--- config.mk ---
export PLATFORM = sky130hd
export DESIGN_NAME = victim_wb_ctrl
export DESIGN_NICKNAME = d
export VERILOG_FILES = /design/src/rtl/victim_wb_ctrl_pkg.sv /design/src/rtl/victim_wb_ctrl.sv
export SDC_FILE = /design/constraint.sdc
export NUM_CORES = 1
export LEC_CHECK = 0
export ABC_AREA = 1
export BUFFER_PORTS_ARGS = -buffer_cell sky130_fd_sc_hd__buf_2
export CAP_MARGIN = 20
export CORE_MARGIN = 2
export CORE_UTILIZATION = 52
export DETAILED_ROUTE_END_ITERATION = 6
export GPL_ROUTABILITY_DRIVEN = 1
export PLACE_DENSITY = 0.86
export REMOVE_ABC_BUFFERS = 1
export SYNTH_ARGS = -nofsm -noshare
export SYNTH_HDL_FRONTEND = slang
export SYNTH_SLANG_ARGS = --single-unit
--- constraint.sdc ---
create_clock -name clk -period 2.1 [get_ports clk]
set_clock_uncertainty 0.15 [all_clocks]
set_input_delay 0 -clock clk [delete_from_list [all_inputs] [get_ports clk]]
set_output_delay 0 -clock clk [all_outputs]
set_load 0.01 [all_outputs]
--- src/rtl/victim_wb_ctrl_pkg.sv ---
// rtl/victim_wb_ctrl_pkg.sv - shared cache types and line geometry for the victim write-back path
package victim_wb_ctrl_pkg;
  localparam int PHYS_WIDTH = 32;

  typedef logic [PHYS_WIDTH-1:0] phys_t;

  typedef enum logic [1:0] {IDLE, ADDR, DATA, RESP} victim_wb_state_t;

  localparam logic [1:0] AXI_BURST_INCR = 2'b01;

  function automatic int line_byte_offset(input int line_width);
    return $clog2(line_width / 8);
  endfunction

  function automatic int label_width(input int line_width);
    return PHYS_WIDTH - line_byte_offset(line_width);
  endfunction
endpackage

--- src/rtl/victim_wb_ctrl.sv ---
// rtl/victim_wb_ctrl.sv - drains victim lines to memory as single INCR write bursts
// Optional VICTIM_WB_PERF_EN adds the wb_count write-back counter.
module victim_wb_ctrl
  import victim_wb_ctrl_pkg::*;
#(
  parameter int LINE_WIDTH  = 256,
  parameter int BUS_WIDTH   = 32,
  parameter int LABEL_WIDTH = label_width(LINE_WIDTH)
) (
  input  logic                          clk,
  input  logic                          rst,
  input  logic [LABEL_WIDTH+LINE_WIDTH-1:0] vc_rline,
  input  logic                          vc_empty,
  output logic                          vc_pop,
  output logic                          inflight_valid,
  output logic [LABEL_WIDTH-1:0]        inflight_label,
  input  logic                          flush_req,
  output logic                          flush_done,
  output phys_t                         awaddr,
  output logic [7:0]                    awlen,
  output logic                          awvalid,
  input  logic                          awready,
  output logic [BUS_WIDTH-1:0]          wdata,
  output logic [BUS_WIDTH/8-1:0]        wstrb,
  output logic                          wlast,
  output logic                          wvalid,
  input  logic                          wready,
  input  logic                          bvalid,
  output logic                          bready
`ifdef VICTIM_WB_PERF_EN
  ,
  output logic [31:0]                   wb_count
`endif
);

  localparam int BEATS    = LINE_WIDTH / BUS_WIDTH;
  localparam int BEAT_W   = $clog2(BEATS);
  localparam int OFFSET_W = line_byte_offset(LINE_WIDTH);
  localparam logic [BEAT_W-1:0] LAST_BEAT = BEAT_W'(BEATS - 1);

  victim_wb_state_t                  state;
  logic [LABEL_WIDTH+LINE_WIDTH-1:0] line_q;
  logic [LINE_WIDTH-1:0]             data_q;
  logic [BEAT_W-1:0]                 beat;

  // Everything driven onto the bus comes from line_q, so it cannot move while a valid waits.
  assign data_q         = line_q[LINE_WIDTH-1:0];
  assign inflight_label = line_q[LABEL_WIDTH+LINE_WIDTH-1 -: LABEL_WIDTH];
  assign awaddr         = {inflight_label, {OFFSET_W{1'b0}}};
  assign awlen          = 8'(BEATS - 1);
  assign wstrb          = '1;
  assign wdata          = data_q[int'(beat)*BUS_WIDTH +: BUS_WIDTH];
  assign wlast          = (beat == LAST_BEAT);
  assign vc_pop         = (state == RESP) && bvalid && !vc_empty;
  assign flush_done     = flush_req && vc_empty && (state == IDLE);

  always_ff @(posedge clk) begin
    if (rst) begin
      state          <= IDLE;
      line_q         <= '0;
      beat           <= '0;
      awvalid        <= 1'b0;
      wvalid         <= 1'b0;
      bready         <= 1'b0;
      inflight_valid <= 1'b0;
    end else begin
      case (state)
        IDLE: begin
          if (!vc_empty) begin
            line_q         <= vc_rline;
            inflight_valid <= 1'b1;
            awvalid        <= 1'b1;
            state          <= ADDR;
          end
        end
        ADDR: begin
          if (awready) begin
            awvalid <= 1'b0;
            wvalid  <= 1'b1;
            beat    <= '0;
            state   <= DATA;
          end
        end
        DATA: begin
          if (wready) begin
            if (beat == LAST_BEAT) begin
              wvalid <= 1'b0;
              bready <= 1'b1;
              beat   <= '0;
              state  <= RESP;
            end else begin
              beat <= beat + 1'b1;
            end
          end
        end
        RESP: begin
          // Returning through IDLE guarantees a gap cycle before the next line is latched.
          if (bvalid) begin
            bready         <= 1'b0;
            inflight_valid <= 1'b0;
            state          <= IDLE;
          end
        end
        default: state <= IDLE;
      endcase
    end
  end

`ifdef VICTIM_WB_PERF_EN
  always_ff @(posedge clk) begin
    if (rst) begin
      wb_count <= '0;
    end else if (vc_pop) begin
      wb_count <= wb_count + 32'd1;
    end
  end
`endif

endmodule
==> flow_metrics.tcl, run 1 <==
set metrics [dict create \
    violations "negative setup slack" \
    pre_cts_ws_ns 0.07648 \
    synth_area_per_cell_um2 6.736 \
    crit_path_max_fanout 13 \
    setup-violations-final 6 \
    peakVddDrop_mv 0.8260 \
    dr.pass1.iters 6 \
    worstPathCellList "buf_12 -> clkbuf_16 -> nor2_1 -> nor2_1 -> o21ai_0 -> nand2_1 -> nand2_1 -> nand2_1 -> buf_2" \
    routed_wl_um 54490 \
    synth_top_family_by_area "simple AND/OR/NAND/NOR gates" \
    power_frac_comb_pct 38.8 \
    synth.area.top_cells "dfxtp_1, nor2_1, o21ai_0" \
    ant_nets 0 \
    clockBufferDepth 3 \
    cts_buffers 34 \
    start_kind "flop" \
    cp-end-kind "output port" \
    coreArea_um2 25250 \
    crit_required_ns 1.95 \
    ioPinCount 400 \
    start_util_pct 53.08 \
    period_share_pct 102.3 \
    nNetsFinal 2845 \
    antenna_found_initial 4 \
    cp_slowest_stage_delay_ns 0.47 \
    netlist_area_um2 13400 \
    place.gp.congestion 0.8460 \
    multi_input_area_um2 6314 \
    synth_cell_types 24 \
    grt_use_total_pct 39.31 \
    cp_common_cell "nand2_1" \
    synthCells 1990 \
    area.growth.synth_to_final_pct 45.13 \
    p_leak_nw 9.388 \
    max_cap_violations 0 \
    seq_power_share_pct 34.7 \
    row_count 58 \
    grt_max_degree 106 \
    place_hpwl_um 24200 \
    nFillCells 1474 \
    routedWlPerCell_um 18.72 \
    cts_sinks 292 \
    setup_slack_ns -0.04934 \
    cpMaxStageDelayCell "dfxtp_4" \
    layout.cells.non_filler 2910 \
    rsz0062_at_grt "true" \
    port_buffers 382 \
    switchingPower_w 0.009212 \
    fmax_mhz 465.3 \
    switching_share_pct 39.04 \
    run_status "complete, but fails checks" \
    dieHeight_um 164.6 \
    synth_top_cell_by_area "dfxtp_1" \
    synth_adder_area_share_pct 0.7468 \
    layout-drive-gt1-share_pct 20.96 \
    tightest_slew_ns 0.5551 \
    grt_pass1_vias 16610 \
    clk_pin_slew_ns 0.06 \
    dpl.cell_count 2539 \
    die_width_um 164.6 \
    synth_xor_area_share_pct 0 \
    p_int_w 0.01439 \
    cts-root-buf "clkbuf_16" \
    seq_area_frac_synth_pct 43.61 \
    crit_type "reg2out" \
    cp_num_buf_inv 3 \
    final.min_clock_period_ns 2.149 \
    cts_htree_levels 2 \
    synth_compound_area_share_pct 16.19 \
    seqCellArea_um2 5854 \
    dr_total_vias 16590 \
    synth_seq_cells 292 \
    yosysWarnings 0 \
    first_iter_violations 2662 \
    synthMuxAreaShare_pct 0 \
    pwr-share-clk_pct 26.4 \
    powerDensity_nw_per_um2 1213 \
    slew_viol_final 0 \
    finalSetupTns_ns -0.1255 \
    slew_headroom_pct 62.99 \
    post_drt_via_cell_ratio 5.701 \
    tritoncts "built" \
    worstPathArrival_ns 2.00 \
    yosys.area.top_type_share_pct 43.61 \
    grt-ovfl-total 0 \
    synthSimpleGateAreaFrac_pct 29.16 \
    cp_top_family "flip-flops" \
    holdCritPathClass "in2reg" \
    dieArea_um2 27080 \
    clk_latency_ns 0.50 \
    final_hold_viol_count 0 \
    drc_errors 0 \
    grt_pass1_wl_um 84050 \
]
[per-stage QoR]
| step | instance area (µm²) | util, % | hold WS [ns] | power (W) |
|---|---|---|---|---|
| 6_report | 19450 | 77.03 | 0.1048 | 0.02360 |
| 5_1_grt | 19440 | 76.97 | 0.1166 | 0.02489 |
| 4_1_cts | 19080 | 75.55 | 0.07896 | 0.02225 |
| 3_5_place_dp | 14940 | 59.16 | 0.07425 | 0.01552 |
| 3_3_place_gp | 14940 | 59.16 | 0.06960 | 0.01530 |
| 2_1_floorplan | 12160 | - | -0.09560 | 0.01275 |
[worst paths after layout]
path	from	cells after the start	to	slack, ns
setup / recovery	beat[0]	9	wdata[3]	-0.05
hold / removal	vc_rline[23]	4	line_q[23]	0.10
setup reg to reg	state[0]	9	line_q[118]	0.04
hold reg to reg	line_q[171]	2	line_q[171]	0.34
[tightest hold or removal path: cells and delay by family]
family	cells	cell delay, ns
buffers and inverters	2	0.61
and+or+nand+nor	2	0.11
[area by class of cell]
type                       instances  area share [%]
clock inverter                    13          0.7911
sequential                       292           30.09
tap                              330           2.122
clock buffer                      47           5.313
inverter                          20          0.5467
antenna                            9          0.1158
timing repair buffer             721           28.56
multi-input combinational       1478           32.45
[metal layers]
metal	up-vias	wire length [µm]	GRT usage, %
met5	-	0	0
met4	0	4592	28.38
met3	457	5768	11.93
met2	1381	25620	63.96
met1	7424	18510	43.72
li1	7329	-	-
[logic make-up (layout without fill, tap and decap cells)]
kind of cell / count (synthesis) / count (layout)
AND/OR/NAND/NOR: 1035 / 1035
adder cells (fa/ha/maj): 8 / 8
AO/OA/AOI/OAI: 418 / 418
other: 2 / 26
flip-flops: 292 / 292
buffers and inverters: 235 / 801
[flip-flops by register name (all words and copies together), names as in the netlist]
signal	cells
bready	1
inflight_valid	1
awvalid	1
line_q	283
wvalid	1
state	2
beat	3
[what timing repair did]
item,4_1_cts,5_1_grt
pin swaps,0,6
gates cloned,0,6
hold buffers,289,0
gates resized for setup,9,80
setup buffers,2,5
endpoints found under the setup margin,27,173
endpoints found under the hold margin,292,0
[layout by cell type, fill, tap and decap left out, drive strengths merged]
master       synthesis  layout
a21oi                4       4
buf                170     427
bufinv               0       3
clkbuf              45      52
clkinv               0       7
clkinvlp             0       2
conb                 2      17
dfxtp              292     292
diode                0       9
dlygate4sd3          0     289
ha                   8       8
inv                 20      21
nand2              185     185
nand3                5       5
nand3b               1       1
nand4                1       1
nor2               841     841
nor3                 1       1
o211ai               1       1
o21ai              413     413
or2                  1       1
[cells in the mapped netlist, drive strengths merged]
cell,number
ha,8
nand3,5
conb,2
nor2,841
nor3,1
o211ai,1
or2,1
inv,20
dfxtp,292
a21oi,4
nand2,185
clkbuf,45
o21ai,413
nand4,1
nand3b,1
buf,170
[power groups by stage]
stage	clock, W	sequential, W	combinational [W]
finish	0.00624	0.00820	0.00916
global route	0.00651	0.00834	0.0100
CTS	0.00624	0.00802	0.00799
detailed placement	0	0.00811	0.00741
global placement	0	0.00806	0.00724
floorplan	0	0.00823	0.00452
No activity file was read; power rests on OpenSTA's default activity.
==> run 2: changes to the inputs <==
--- a/config.mk
+++ b/config.mk
@@ -14,6 +14,7 @@
 export GPL_ROUTABILITY_DRIVEN = 1
 export PLACE_DENSITY = 0.86
 export REMOVE_ABC_BUFFERS = 1
+export SETUP_SLACK_MARGIN = 0.4
 export SYNTH_ARGS = -nofsm -noshare
 export SYNTH_HDL_FRONTEND = slang
 export SYNTH_SLANG_ARGS = --single-unit
==> run 2 against run 1 <==
  * The flow now stops in global routing (5_1_grt)
  * Synthesized area stayed put
  * Synthesized cell count stayed put
==> flow_metrics.tcl, run 2 <==
set metrics [dict create \
    tool.error "[ERROR GRT-0232] Routing congestion too high. Check the congestion heatmap in the GUI." \
    synth_seq_cells 292 \
    stop_stage "global routing (5_1_grt)" \
    yosys.area.top_type_share_pct 43.61 \
    ys_top_cells_by_count "nor2_1, o21ai_0, dfxtp_1" \
    grt-ovfl-total 23 \
    crit_endpoint "wdata[29]" \
    synthCells 1990 \
    place.gp.congestion 0.8460 \
    synth_cell_types 24 \
    ys.flop_type "dfxtp_1" \
    ioPinCount 400 \
    port_buffers 382 \
    cts_sinks 292 \
    cts_buffers 34 \
    synth_top_cell_by_area "dfxtp_1" \
    postPlaceCellArea_um2 14940 \
    synth.area.top_cells "dfxtp_1, nor2_1, o21ai_0" \
    synth_area_per_cell_um2 6.736 \
    yosysWarnings 0 \
    synth_edf_count 0 \
    place_hpwl_um 24200 \
    cts_htree_levels 2 \
    pre_cts_ws_ns 0.07648 \
    dieHeight_um 164.6 \
    netlist_area_um2 13400 \
    grt_max_degree 79 \
    seq_area_frac_synth_pct 43.61 \
    cts-root-buf "clkbuf_16" \
    die_width_um 164.6 \
    run_status "stopped before the end" \
    synthArstFlopShare_pct 0 \
    grt_use_total_pct 67.62 \
    endpoint_type "primary output" \
    row_count 58 \
    clockBufferDepth 3 \
    yosysMostFrequentCell "nor2_1" \
    start_util_pct 53.08 \
]
[run 2: cell counts after synthesis]
Identical to the previous run, type by type.
[run 2: timing repair]
item                                    CTS
gates resized for setup                 139
buffers inserted                         15
endpoints found under the setup margin  323
hold buffers                            288
cloned                                   14
endpoints found under the hold margin   292
pin swaps                                18
[run 2: routing by layer]
metal | GRT overflow | global-route usage [%]
met1 | 0 | 65.77
met2 | 15 | 87.11
met3 | 1 | 51.53
met4 | 7 | 68.22
met5 | 0 | 14.20
[run 2: metrics by stage]
stage	hold slack [ns]	TNS [ns]	util [%]	cells
after CTS	0.07896	0	78.90	2916
after detailed placement	0.07425	0	59.16	2539
after global placement	0.06960	0	59.16	2539
after floorplan	-0.09560	-1363.92	-	1790
[run 2: logic make-up after synthesis]
| family | after synthesis | share of synthesized area [%] |
|---|---|---|
| AND/OR/NAND/NOR | 1035 | 29.16 |
| AO/OA/AOI/OAI | 418 | 16.19 |
| flip-flops | 292 | 43.61 |
| other | 2 | 0.05603 |
| adder cells (fa/ha/maj) | 8 | 0.7468 |
| buffers and inverters | 235 | 10.24 |
==> run 3: changes to the inputs <==
--- a/config.mk
+++ b/config.mk
@@ -9,12 +9,11 @@
 export BUFFER_PORTS_ARGS = -buffer_cell sky130_fd_sc_hd__buf_2
 export CAP_MARGIN = 20
 export CORE_MARGIN = 2
-export CORE_UTILIZATION = 52
+export CORE_UTILIZATION = 40
 export DETAILED_ROUTE_END_ITERATION = 6
 export GPL_ROUTABILITY_DRIVEN = 1
-export PLACE_DENSITY = 0.86
+export PLACE_DENSITY_LB_ADDON = 0.15
 export REMOVE_ABC_BUFFERS = 1
-export SETUP_SLACK_MARGIN = 0.4
 export SYNTH_ARGS = -nofsm -noshare
 export SYNTH_HDL_FRONTEND = slang
 export SYNTH_SLANG_ARGS = --single-unit
==> run 3 against run 2 <==
  * The flow now finishes without violations
==> flow_metrics.tcl, run 3 (synthesized netlist as in run 1, its figures left out) <==
set metrics [dict create \
    routed_wl_um 45510 \
    start_kind "flop" \
    cp_slowest_stage_delay_ns 0.41 \
    first_iter_violations 633 \
    ioPinCount 400 \
    dr.pass1.iters 5 \
    drc_errors 0 \
    crit_type "reg2out" \
    max_cap_violations 0 \
    place_hpwl_um 25410 \
    grt_pass1_wl_um 70880 \
    start_util_pct 40.28 \
    grt_max_degree 118 \
    cpMaxStageDelayCell "dfxtp_4" \
    coreArea_um2 33280 \
    layout-drive-gt1-share_pct 20.43 \
    period_share_pct 96.74 \
    dieArea_um2 34990 \
    clk_pin_slew_ns 0.06 \
    antenna_found_initial 0 \
    setup_slack_ns 0.06843 \
    diodes 0 \
    grt-ovfl-total 0 \
    cp_common_cell "nand2_1" \
    top_register "line_q" \
    crit_required_ns 1.95 \
    cts_htree_levels 2 \
    run_status "completed" \
    die_width_um 187.1 \
    largest_reg_flops 283 \
    grt_pass1_vias 14220 \
    crit_path_max_fanout 10 \
    fin_util_pct 58.98 \
    nNetsFinal 2853 \
    p_leak_nw 9.452 \
    pre_cts_ws_ns 0.1483 \
    cts_buffers 35 \
    worstPathCellList "inv_6 -> buf_4 -> o21ai_0 -> nand2_1 -> nand2_1 -> nand2_1 -> buf_2" \
    tritoncts "built" \
    clk_latency_ns 0.50 \
    powerDensity_nw_per_um2 1169 \
    rsz0062_at_grt "true" \
    post_drt_via_cell_ratio 4.791 \
    area.growth.synth_to_final_pct 46.45 \
    routedWlPerCell_um 15.03 \
    clockBufferDepth 3 \
    dieHeight_um 187.1 \
    place.gp.congestion 0.8095 \
    row_count 67 \
    port_buffers 382 \
    cp-end-kind "output port" \
    worstPathArrival_ns 1.88 \
    holdCritPathClass "in2reg" \
    slew_viol_final 0 \
    grt_use_total_pct 24.46 \
    fmax_mhz 492.2 \
    cts-root-buf "clkbuf_16" \
    final_hold_viol_count 0 \
    final_cell_mix "nor2_1, buf_2, o21ai_0" \
    dr_total_vias 14500 \
    top_regs "line_q x283, beat x3, state x2" \
    cts_sinks 292 \
    cp_num_buf_inv 3 \
    layout_commonest_cell "nor2_1" \
    final.min_clock_period_ns 2.032 \
    peakVddDrop_mv 0.7981 \
    ant_nets 0 \
    setup-violations-final 0 \
    cp_top_family "buffers and inverters" \
]
-- run 3: layout make-up --
type / instances / area (µm²)
Tap cell: 448 / 560.5
Multi-Input combinational cell: 1478 / 6264
Inverter: 20 / 101.3
Sequential cell: 292 / 5854
Clock buffer: 53 / 1036
Fill cell: 3062 / 13650
Timing Repair Buffer: 728 / 5645
Clock inverter: 8 / 168.9
-- run 3: power by group --
part	total (W)	switching, W	internal [W]
logic	0.00862	0.00519	0.00342
registers	0.00801	0.000843	0.00717
clock network	0.00632	0.00231	0.00401
total	0.0230	0.00835	0.0146
-- run 3: metal layers --
metal	vias up	GRT usage [%]	share of wire, %	routed length (µm)
met5	-	0	0	0
met3	105	3.977	5.8	2657
met4	0	9.890	3.4	1553
met2	497	42.64	48	21870
met1	6555	30.06	43	19420
li1	7345	-	-	-
-- run 3: final timing paths --
check	end	depth (start not counted)	slack [ns]	start
worst max-delay path	wdata[29]	7	0.07	beat[0]
worst max register to register	line_q[72]	9	0.14	state[0]
worst min-delay path	line_q[273]	4	0.10	vc_rline[273]
worst min register to register	awvalid	2	0.34	awvalid
-- run 3: worst min-delay path, delay by kind of cell --
kind                   cells  cell delay [ns]
and+or+nand+nor            2             0.11
buffers and inverters      2             0.60
-- run 3: what timing repair did --
action / 4_1_cts / 5_1_grt
endpoints found under the hold margin: 292 / 0
pin swaps: 0 / 1
cloned: 1 / 8
resized for setup: 7 / 42
hold buffers: 289 / 0
setup buffers: 2 / 4
setup endpoints to repair: 24 / 98
-- run 3: per-stage QoR --
step | total power (W) | hold slack (ns) | instances | area (µm²) | setup TNS (ns)
2_1_floorplan | 0.01275 | -0.09560 | 1790 | 12160 | -1363.92
3_3_place_gp | 0.01564 | 0.07092 | 2662 | 15220 | 0
3_5_place_dp | 0.01573 | 0.07831 | 2662 | 15220 | 0
4_1_cts | 0.02269 | 0.07881 | 3015 | 19390 | -0.04038
5_1_grt | 0.02462 | 0.09587 | 3027 | 19630 | -0.1447
6_report | 0.02295 | 0.1030 | 3027 | 19630 | 0
==> run 4: changes to the inputs <==
--- a/config.mk
+++ b/config.mk
@@ -8,8 +8,10 @@
 export ABC_AREA = 1
 export BUFFER_PORTS_ARGS = -buffer_cell sky130_fd_sc_hd__buf_2
 export CAP_MARGIN = 20
+export CELL_PAD_IN_SITES_DETAIL_PLACEMENT = 1
+export CELL_PAD_IN_SITES_GLOBAL_PLACEMENT = 2
 export CORE_MARGIN = 2
-export CORE_UTILIZATION = 40
+export CORE_UTILIZATION = 27
 export DETAILED_ROUTE_END_ITERATION = 6
 export GPL_ROUTABILITY_DRIVEN = 1
 export PLACE_DENSITY_LB_ADDON = 0.15
==> run 4 against run 3 <==
  * The flow now finishes with violations (negative setup slack)
  * Worst hold slack got worse by 0.041 ns
  * Largest cell class unchanged
  * Non-clock buffer count up 9
  * Wire length is 25% higher
  * Register-to-register slack about the same
  * Global-route usage down 3.6 points
  * Clock-buffer cell count grew 3
  * Via count rose by 1.2%
  * Critical path depth grew 2
==> flow_metrics.tcl, run 4 (synthesized netlist as in run 1, its figures left out) <==
set metrics [dict create \
    place_hpwl_um 33030 \
    finalSetupTns_ns -0.01911 \
    tritoncts "built" \
    clockBufferDepth 3 \
    worstPathArrival_ns 1.97 \
    cp_slowest_stage_delay_ns 0.47 \
    violations "negative setup slack" \
    row_count 81 \
    dr_total_vias 14680 \
    cpMaxStageDelayCell "dfxtp_4" \
    first_iter_violations 598 \
    slew_viol_final 0 \
    ant_nets 0 \
    run_status "complete, but fails checks" \
    holdCritPathClass "in2reg" \
    rsz0062_at_grt "true" \
    seqCellArea_um2 5854 \
    cts_sinks 292 \
    fmax_mhz 472.7 \
    die_width_um 226.8 \
    setup-violations-final 2 \
    clk_latency_ns 0.54 \
    grt-ovfl-total 0 \
    multi_input_area_um2 6309 \
    peakVddDrop_mv 0.4937 \
    p_leak_nw 9.503 \
    clk_pin_slew_ns 0.06 \
    cts-root-buf "clkbuf_16" \
    cp-end-kind "output port" \
    port_buffers 382 \
    crit_required_ns 1.95 \
    coreArea_um2 48950 \
    nFillCells 6167 \
    dr.pass1.iters 4 \
    worstPathCellList "buf_12 -> clkbuf_16 -> nor2_1 -> nor2_1 -> o21ai_1 -> nand2_1 -> nand2_1 -> nand2_1 -> clkbuf_4" \
    crit_type "reg2out" \
    final_hold_viol_count 0 \
    cts_htree_levels 2 \
    final.min_clock_period_ns 2.116 \
    nNetsFinal 2864 \
    dpl.cell_count 2881 \
    max_cap_violations 0 \
    routedWlPerCell_um 17.44 \
    powerDensity_nw_per_um2 1166 \
    final_cell_mix "nor2_1, buf_2, o21ai_0" \
    fin_total_pwr_w 0.02342 \
    crit_path_max_fanout 9 \
    drc_errors 0 \
    largest_reg_flops 283 \
    dieArea_um2 51440 \
    top_register "line_q" \
    cts_buffers 37 \
    ioPinCount 400 \
    grt_max_degree 71 \
    grt_pass1_wl_um 84160 \
    layout_commonest_cell "nor2_1" \
    routed_wl_um 56780 \
    top_regs "line_q x283, beat x3, state x2" \
    grt_pass1_vias 15300 \
    layout-drive-gt1-share_pct 21.40 \
    antenna_found_initial 1 \
    period_share_pct 100.7 \
    dieHeight_um 226.8 \
    layout.cells.non_filler 3256 \
    place.gp.congestion 0.7396 \
    grt_use_total_pct 20.83 \
    setup_slack_ns -0.01568 \
    area.growth.synth_to_final_pct 49.87 \
    start_util_pct 27.38 \
    start_kind "flop" \
    whs_ns 0.06251 \
    post_drt_via_cell_ratio 4.509 \
    cp_common_cell "nand2_1" \
]
==> run 4: cell count changes in the layout (fill, tap and decap cells not counted), moves of 3 or more <==
cell / change
buf_16: +5
buf_2: -8
buf_4: +7
bufinv_16: -5
clkbuf_16: +4
clkbuf_8: +3
clkinv_2: +5
diode_2: +3
nand2_1: -5
nand2_2: +5
nor2_1: -13
nor2_2: +12
o21ai_0: -8
o21ai_1: +10
==> run 4: layout make-up <==
cell class / count / area share [%]
multi-input cells: 1478 / 31.40
repair buffers: 737 / 29.30
flip-flops and latches: 292 / 29.14
clock buffers: 56 / 5.362
well taps: 664 / 4.136
inverters: 20 / 0.4671
clock inverters: 6 / 0.1495
diodes: 3 / 0.03737
==> run 4: repair_timing <==
item                                    in CTS  in global routing
hold endpoints to repair                   292                  0
pin swaps                                    3                  9
resized for setup                           29                 57
cloned                                       2                 10
hold buffers                               289                  0
endpoints found under the setup margin      33                107
buffers inserted                             5                  4
==> run 4: per-stage QoR <==
stage / instance area, µm² / worst slack [ns] / utilization [%]
2_1_floorplan: 12160 / -4.868 / -
3_3_place_gp: 15520 / 0.1226 / 31.70
3_5_place_dp: 15520 / 0.01527 / 31.70
4_1_cts: 19710 / -0.06478 / 40.27
5_1_grt: 20080 / -0.1183 / 41.02
6_report: 20090 / -0.01568 / 41.04
==> run 4: final timing paths <==
| check | from | end | slack (ns) | depth (start not counted) |
|---|---|---|---|---|
| worst max-delay path | beat[0] | wdata[20] | -0.02 | 9 |
| worst min-delay path | vc_rline[21] | line_q[21] | 0.06 | 4 |
| worst max register to register | state[0] | line_q[50] | 0.14 | 9 |
| worst min register to register | awvalid | awvalid | 0.34 | 2 |
==> run 4: report_power, final <==
| part | internal, W | switching (W) |
|---|---|---|
| clock | 0.00351 | 0.00252 |
| sequential | 0.00717 | 0.000882 |
| combinational | 0.00374 | 0.00559 |
| total | 0.0144 | 0.00900 |
==> run 4: layer usage <==
layer	vias up	routed length, µm	track usage, %
met5	-	0	0
met2	305	27100	35.32
met4	0	1615	7.449
met3	91	2208	3.201
met1	6920	25860	26.72
li1	7364	-	-
==> run 4: critical path, delay by kind of cell, from the launching register on <==
family | cells | cell delay [ns]
AOI/OAI and AO/OA | 1 | 0.07
DFF | 1 | 0.47
and+or+nand+nor | 5 | 0.31
buffers and inverters | 3 | 0.54
